===== src/rtl/tx_sched_pkg.sv =====
// Shared types and helpers for the TX port read sequencer.
package tx_sched_pkg;

  typedef enum logic [2:0] {
    IDLE,
    SETUP,
    WAIT,
    RUN,
    GAP
  } schedState_t;

  localparam int C_RD_LATENCY_DEF = 5;

  // Word count to 128-bit beat count; callers pass a zero-extended length so the +3 cannot wrap.
  function automatic logic [63:0] calcBeats(input logic [63:0] lenWords);
    return (lenWords + 64'd3) >> 2;
  endfunction

endpackage


===== src/rtl/tx_sched_delay.sv =====
// Fixed-depth shift pipe with async active-low clear; aligns RD_EN-side strobes with buffer read data.
module tx_sched_delay #(
  parameter int DEPTH = 5,
  parameter int WIDTH = 2
) (
  input  logic             CLK,
  input  logic             RST_N,
  input  logic [WIDTH-1:0] dIn,
  output logic [WIDTH-1:0] dOut
);

  logic [WIDTH-1:0] stage_p [DEPTH];

  always_ff @(posedge CLK or negedge RST_N) begin
    if (!RST_N) begin
      for (int i = 0; i < DEPTH; i++) stage_p[i] <= '0;
    end else begin
      stage_p[0] <= dIn;
      for (int i = 1; i < DEPTH; i++) stage_p[i] <= stage_p[i-1];
    end
  end

  assign dOut = stage_p[DEPTH-1];

endmodule


===== src/rtl/tx_port_read_sched_128.sv =====
// Read sequencer for the 128-bit TX port buffer: one request at a time, one contiguous RD_EN run.
// Define TX_SCHED_STATS_EN to build the WAIT-cycle and accepted-request counters.
module tx_port_read_sched_128
  import tx_sched_pkg::*;
#(
  parameter int C_FIFO_DEPTH       = 512,
  parameter int C_FIFO_DEPTH_WIDTH = $clog2((2**$clog2(C_FIFO_DEPTH))+1),
  parameter int C_LEN_WIDTH        = 32,
  parameter int C_RD_LATENCY       = C_RD_LATENCY_DEF
) (
  input  logic                          CLK,
  input  logic                          RST_N,
  input  logic                          REQ_VALID,
  output logic                          REQ_READY,
  input  logic [C_LEN_WIDTH-1:0]        REQ_LEN,
  input  logic                          REQ_LAST,
  input  logic                          ENG_RDY,
  input  logic [C_FIFO_DEPTH_WIDTH-1:0] WR_COUNT,
  output logic                          LEN_VALID,
  output logic [1:0]                    LEN_LSB,
  output logic                          LEN_LAST,
  output logic                          RD_EN,
  output logic                          DATA_VALID,
  output logic                          DATA_LAST,
  output logic                          DONE,
  output logic [31:0]                   STAT_STALL,
  output logic [31:0]                   STAT_REQS
);

  localparam int BEATS_W = C_LEN_WIDTH + 1;

  schedState_t        state, nextState;
  logic [BEATS_W-1:0] reqBeats, runCnt;
  logic [1:0]         reqLsb;
  logic               reqLast;
  logic               accept, resOk, lastBeat;
  logic [1:0]         pipeOut;

  assign accept   = REQ_VALID & REQ_READY;
  // Conservative: bytes already cached inside the buffer are not credited.
  assign resOk    = ENG_RDY && (64'(WR_COUNT) >= 64'(reqBeats));
  assign lastBeat = (state == RUN) && (runCnt == BEATS_W'(1));

  always_ff @(posedge CLK or negedge RST_N) begin
    if (!RST_N) state <= IDLE;
    else        state <= nextState;
  end

  always_comb begin
    nextState = state;
    unique case (state)
      IDLE:    if (accept) nextState = SETUP;
      SETUP: begin
        if (reqBeats == '0) nextState = IDLE;
        else if (resOk)     nextState = RUN;
        else                nextState = WAIT;
      end
      WAIT:    if (resOk) nextState = RUN;
      RUN:     if (runCnt == BEATS_W'(1)) nextState = GAP;
      GAP:     nextState = IDLE;
      default: nextState = IDLE;
    endcase
  end

  always_comb begin
    REQ_READY = 1'b0;
    LEN_VALID = 1'b0;
    LEN_LSB   = 2'b00;
    LEN_LAST  = 1'b0;
    RD_EN     = 1'b0;
    unique case (state)
      IDLE:  REQ_READY = RST_N;
      SETUP: begin
        LEN_VALID = 1'b1;
        LEN_LSB   = reqLsb;
        LEN_LAST  = reqLast;
      end
      RUN:     RD_EN = 1'b1;
      default: ;
    endcase
  end

  always_ff @(posedge CLK) begin
    if (accept) begin
      reqBeats <= BEATS_W'(calcBeats(64'(REQ_LEN)));
      reqLsb   <= REQ_LEN[1:0];
      reqLast  <= REQ_LAST;
    end
  end

  always_ff @(posedge CLK or negedge RST_N) begin
    if (!RST_N)                                 runCnt <= '0;
    else if (nextState == RUN && state != RUN)  runCnt <= reqBeats;
    else if (state == RUN)                      runCnt <= runCnt - BEATS_W'(1);
  end

  // Read-latency alignment: {valid, last} emerge with the matching RD_DATA beat.
  tx_sched_delay #(
    .DEPTH (C_RD_LATENCY),
    .WIDTH (2)
  ) uDelay (
    .CLK   (CLK),
    .RST_N (RST_N),
    .dIn   ({RD_EN, lastBeat}),
    .dOut  (pipeOut)
  );

  assign DATA_VALID = pipeOut[1];
  assign DATA_LAST  = pipeOut[0];
  assign DONE       = (DATA_VALID & DATA_LAST) | ((state == SETUP) && (reqBeats == '0));

`ifdef TX_SCHED_STATS_EN
  always_ff @(posedge CLK or negedge RST_N) begin
    if (!RST_N) begin
      STAT_STALL <= '0;
      STAT_REQS  <= '0;
    end else begin
      if (state == WAIT)                     STAT_STALL <= STAT_STALL + 32'd1;
      if (accept && (REQ_LEN != '0))        STAT_REQS  <= STAT_REQS + 32'd1;
    end
  end
`else
  assign STAT_STALL = '0;
  assign STAT_REQS  = '0;
`endif

endmodule


===== config.mk =====
export PLATFORM = sky130hd
export DESIGN_NAME = tx_port_read_sched_128
export DESIGN_NICKNAME = d
export VERILOG_FILES = /design/src/rtl/tx_sched_pkg.sv /design/src/rtl/tx_sched_delay.sv /design/src/rtl/tx_port_read_sched_128.sv
export SDC_FILE = /design/constraint.sdc
export NUM_CORES = 1
export LEC_CHECK = 0
export ABC_CLOCK_PERIOD_IN_PS = 5170
export BUFFER_PORTS_ARGS = -buffer_cell sky130_fd_sc_hd__buf_2
export CAP_MARGIN = 15
export CORE_ASPECT_RATIO = 0.75
export CORE_MARGIN = 3
export CORE_UTILIZATION = 58
export CTS_CLUSTER_SIZE = 20
export DETAILED_ROUTE_END_ITERATION = 10
export GPL_TIMING_DRIVEN = 0
export PLACE_DENSITY = 0.86
export SKIP_LAST_GASP = 1
export SYNTH_ARGS = -nofsm -noshare
export SYNTH_HDL_FRONTEND = slang
export SYNTH_SLANG_ARGS = --single-unit

===== constraint.sdc =====
create_clock -name CLK -period 5.17 [get_ports CLK]
set_input_delay 0.7755 -clock CLK [delete_from_list [all_inputs] [get_ports CLK]]
set_output_delay 0.7755 -clock CLK [all_outputs]
set_load 0.01 [all_outputs]

==> metrics.md <==
| Metric | Value |
|---|---|
| Detail Placement HPWL | 8.66 mm |
| Starting Density | 62.3% |
| Crit share post-route | 57.7% |
| Clock skew | 0.00987 ns |
| Row cnt | 27 |
| CP Launch Type | input pin |
| Adder-Cell Fraction of Synth Area | 3.15% |
| Avg Cell Area, Syn | 10.2 um2 |
| Multi-input gate area | 0.00220 mm2 |
| Initial DRT Pass Iterations | 5 |
| Cells after Synth | 467 |
| Fillers | 559 |
| First-pass GRT wire length | 18.2 mm |
| Storage element area | 0.00217 mm2 |
| Reg-to-reg critical path endpoint | runCnt[7] |
| DR vias | 3826 |
| Share of cells above drive strength 1 | 26.2% |
| Final Core Density | 73.9% |
| Overall Global Routing Usage | 24.3% |
| Longest Clk Path Bufs | 2 |
| Slew Viols, Final | 0 |
| R2R Path Start | reqBeats[6] |
| Die W | 111 um |
| I/O Buffers | 55 |
| Post-DP Area | 0.00543 mm2 |
| Worst slew pin tran | 1.02 ns |
| Final setup TNS | 0 ns |
| Insertion delay to the later sink of the worst-skew pair | 0.36 ns |
| YS warnings | 0 |
| Max_slew headroom | 31.8% |
| Max Cap Violations | 0 |
| Net count, final | 656 |
| Die area | 0.00934 mm2 |
| FF-to-FF path depth | 8 |
| H-tree Lvls | 3 |
| Path category of the worst min-delay check | flop to flop |
| Diode count | 0 |
| Design Area, Final | 0.00564 mm2 |
| Synth-to-Final Area Change | 18.6% |
| CTS tree | done |
| Root buf cell | clkbuf_8 |
| Number of synthesized register bits | 80 |
| Netlist cell types | 56 |
| Drt initial violations | 290 |
| Vias in the first global route | 3755 |
| Post-route antenna net violation count | 0 |
| Outcome | finished clean |
| RSZ-0062 raised after global routing | false |
| Compound-cell area share of the yosys netlist | 10.2% |
| Post-CTS setup repair buffer count | 0 |
| Worst-path clk slew | 0.09 ns |
| CP endpoint kind | output pin |
| Die Y | 84.5 um |
| Routability cong. | 0.882 |
| Mux contribution to synthesized area | 1.05% |
| Reg-to-reg slack, setup | 2.75 ns |
| Crit Path Max Fanout | 47 |
| Total chip power | 0.00182 W |
| Top_reg_cell synth | dfrtp_1 |
| Sink Count | 80 |
| WL/cell | 15.7 um |
| DRC viols | 0 |
| Gates resized, CTS repair | 0 |
| Largest net degree at the start of global routing | 48 |
| DR vias/cell | 5.44 |
| Routed Wire Length | 11.0 mm |
| Hold_buf cts | 0 |
| Final hold vios | 0 |
| Crit path required time | 4.39 ns |
| Initial antenna violation count | 0 |
| Post-Synth XOR/XNOR Area | 6.62% |
| Final setup vio count | 0 |
| Ys async rst share | 57.5% |
| Inserted Clock Buffers | 9 |
| Seq/Total Area, Yosys | 45.6% |
| Crit Path Category | input pin to output pin |
| Number of flops mapped to enable cells by yosys | 34 |
| Pwr/cell area | 323 mW/mm2 |
| Total core area | 0.00763 mm2 |
| Worst Setup EP | REQ_READY |
| Worst vdd ir | 0.179 mV |
| Synth Area in Simple Gates | 20.2% |
| I/O Pins | 120 |
| Arrival @ worst endpoint | 2.21 ns |
| Mapped Area | 0.00476 mm2 |
| Max Clock Freq | 335 MHz |
| Final worst path period need | 2.98 ns |
| Congestion Overflow GR | 0 |
| Largest family of logic cells by synthesized area | simple AND/OR/NAND/NOR gates |
| Lkg Pwr | 2.50 nW |
| Worst setup path startpoint | RST_N |
==> layout make-up <==
class / count / share of cell area, %
multi-input combinational: 351 / 39.0
sequential: 80 / 38.5
buffer: 73 / 9.31
timing repair buffer: 56 / 5.36
tap: 101 / 2.24
clock buffer: 9 / 2.19
inverter: 26 / 1.73
clock inverter: 7 / 1.68
==> Yosys cell counts, types with 4 or more instances <==
master    count  area share, %
a31oi_1       7           0.92
and2_1        9            1.2
or3_1         5           0.66
xnor2_1      26            4.8
ha_1         12            3.2
edfxtp_1     34             21
o211ai_1      8            1.3
nor3_1       18            1.9
nand4_1      12            1.6
xor2_1       10            1.8
nor4_1       14            1.8
buf_4        66             10
or4_1         6           0.95
o21ai_0      23            2.4
nand3_1      18            1.9
mux2i_1       5            1.1
a211oi_1      4           0.63
a21oi_1       9           0.95
o221ai_1      4           0.74
and3_1        8            1.1
and4_1        5           0.92
inv_1        26            2.1
nand2_1      18            1.4
nor2_1       24            1.9
dfrtp_1      46             24
==> metal layers <==
| metal | up-vias | GRT usage [%] | wire [um] |
|---|---|---|---|
| met5 | - | 0 | 0 |
| met4 | 0 | 5.82 | 108 |
| met3 | 14 | 6.84 | 1090 |
| met2 | 188 | 39.2 | 5210 |
| met1 | 1786 | 32.7 | 4650 |
| li1 | 1838 | - | - |
==> worst max-delay path, stage by stage <==
cell     delay, ns
buf_2         0.76
nor4b_1       0.45
buf_2         0.21
==> cells by family after synthesis <==
group | after synthesis
buffers and inverters | 99
and+or+nand+nor | 162
muxes | 5
DFF | 80
xor gates and xnor gates | 36
adders and majority gates | 12
AOI/OAI and AO/OA | 72
other | 1
==> state kept, by name, summed over array words and instances, names as in the netlist <==
name            flops
reqLsb              2
reqBeats           31
reqLast             1
state               3
runCnt             33
uDelay.stage_p      8
uDelay.dOut         2
==> worst min-delay path by stage <==
stage	depth (start not counted)	to	start
3_3_place_gp	0	uDelay.stage_p[6]	uDelay.stage_p[8]
6_report	0	uDelay.dOut[1]	uDelay.stage_p[3]
3_5_place_dp	0	uDelay.stage_p[5]	uDelay.stage_p[7]
4_1_cts	0	uDelay.stage_p[7]	uDelay.stage_p[9]
5_1_grt	0	uDelay.stage_p[6]	uDelay.stage_p[8]
2_1_floorplan	0	uDelay.dOut[0]	uDelay.stage_p[2]
==> per-stage QoR <==
| step | cells | worst slack (ns) | hold WS [ns] |
|---|---|---|---|
| finish | 703 | 2.19 | 0.347 |
| global route | 703 | 1.89 | 0.364 |
| CTS | 703 | 2.11 | 0.354 |
| detailed placement | 687 | 1.90 | 0.336 |
| global placement | 686 | 1.55 | 0.334 |
| floorplan | 530 | 2.57 | 0.331 |
==> cells in the final DEF (no fill, tap or decap), drive strengths merged, types with 3 or more instances in the layout <==
| cell | count |
|---|---|
| or2 | 3 |
| clkbuf | 12 |
| o221ai | 4 |
| ha | 12 |
| nor4 | 16 |
| o211ai | 9 |
| and3 | 8 |
| and2 | 9 |
| inv | 27 |
| nand4 | 13 |
| buf | 126 |
| clkinvlp | 3 |
| mux2i | 5 |
| xor2 | 10 |
| nor3b | 3 |
| dfrtp | 46 |
| o211a | 3 |
| a21oi | 9 |
| conb | 64 |
| nor3 | 19 |
| edfxtp | 34 |
| nor2 | 26 |
| or3 | 7 |
| nand3 | 18 |
| or4 | 9 |
| a211oi | 4 |
| xnor2 | 26 |
| and4 | 5 |
| nand2 | 18 |
| a31oi | 7 |
| o21ai | 24 |
==> power by group <==
| group | switching (W) | internal, W | leakage, nW |
|---|---|---|---|
| clock | 0.000236 | 0.000272 | 0.101 |
| combinational | 0.000271 | 0.000186 | 1.55 |
| sequential | 0.0000974 | 0.000762 | 0.849 |
| total | 0.000604 | 0.00122 | 2.50 |
No activity file was read; power rests on OpenSTA's default activity.
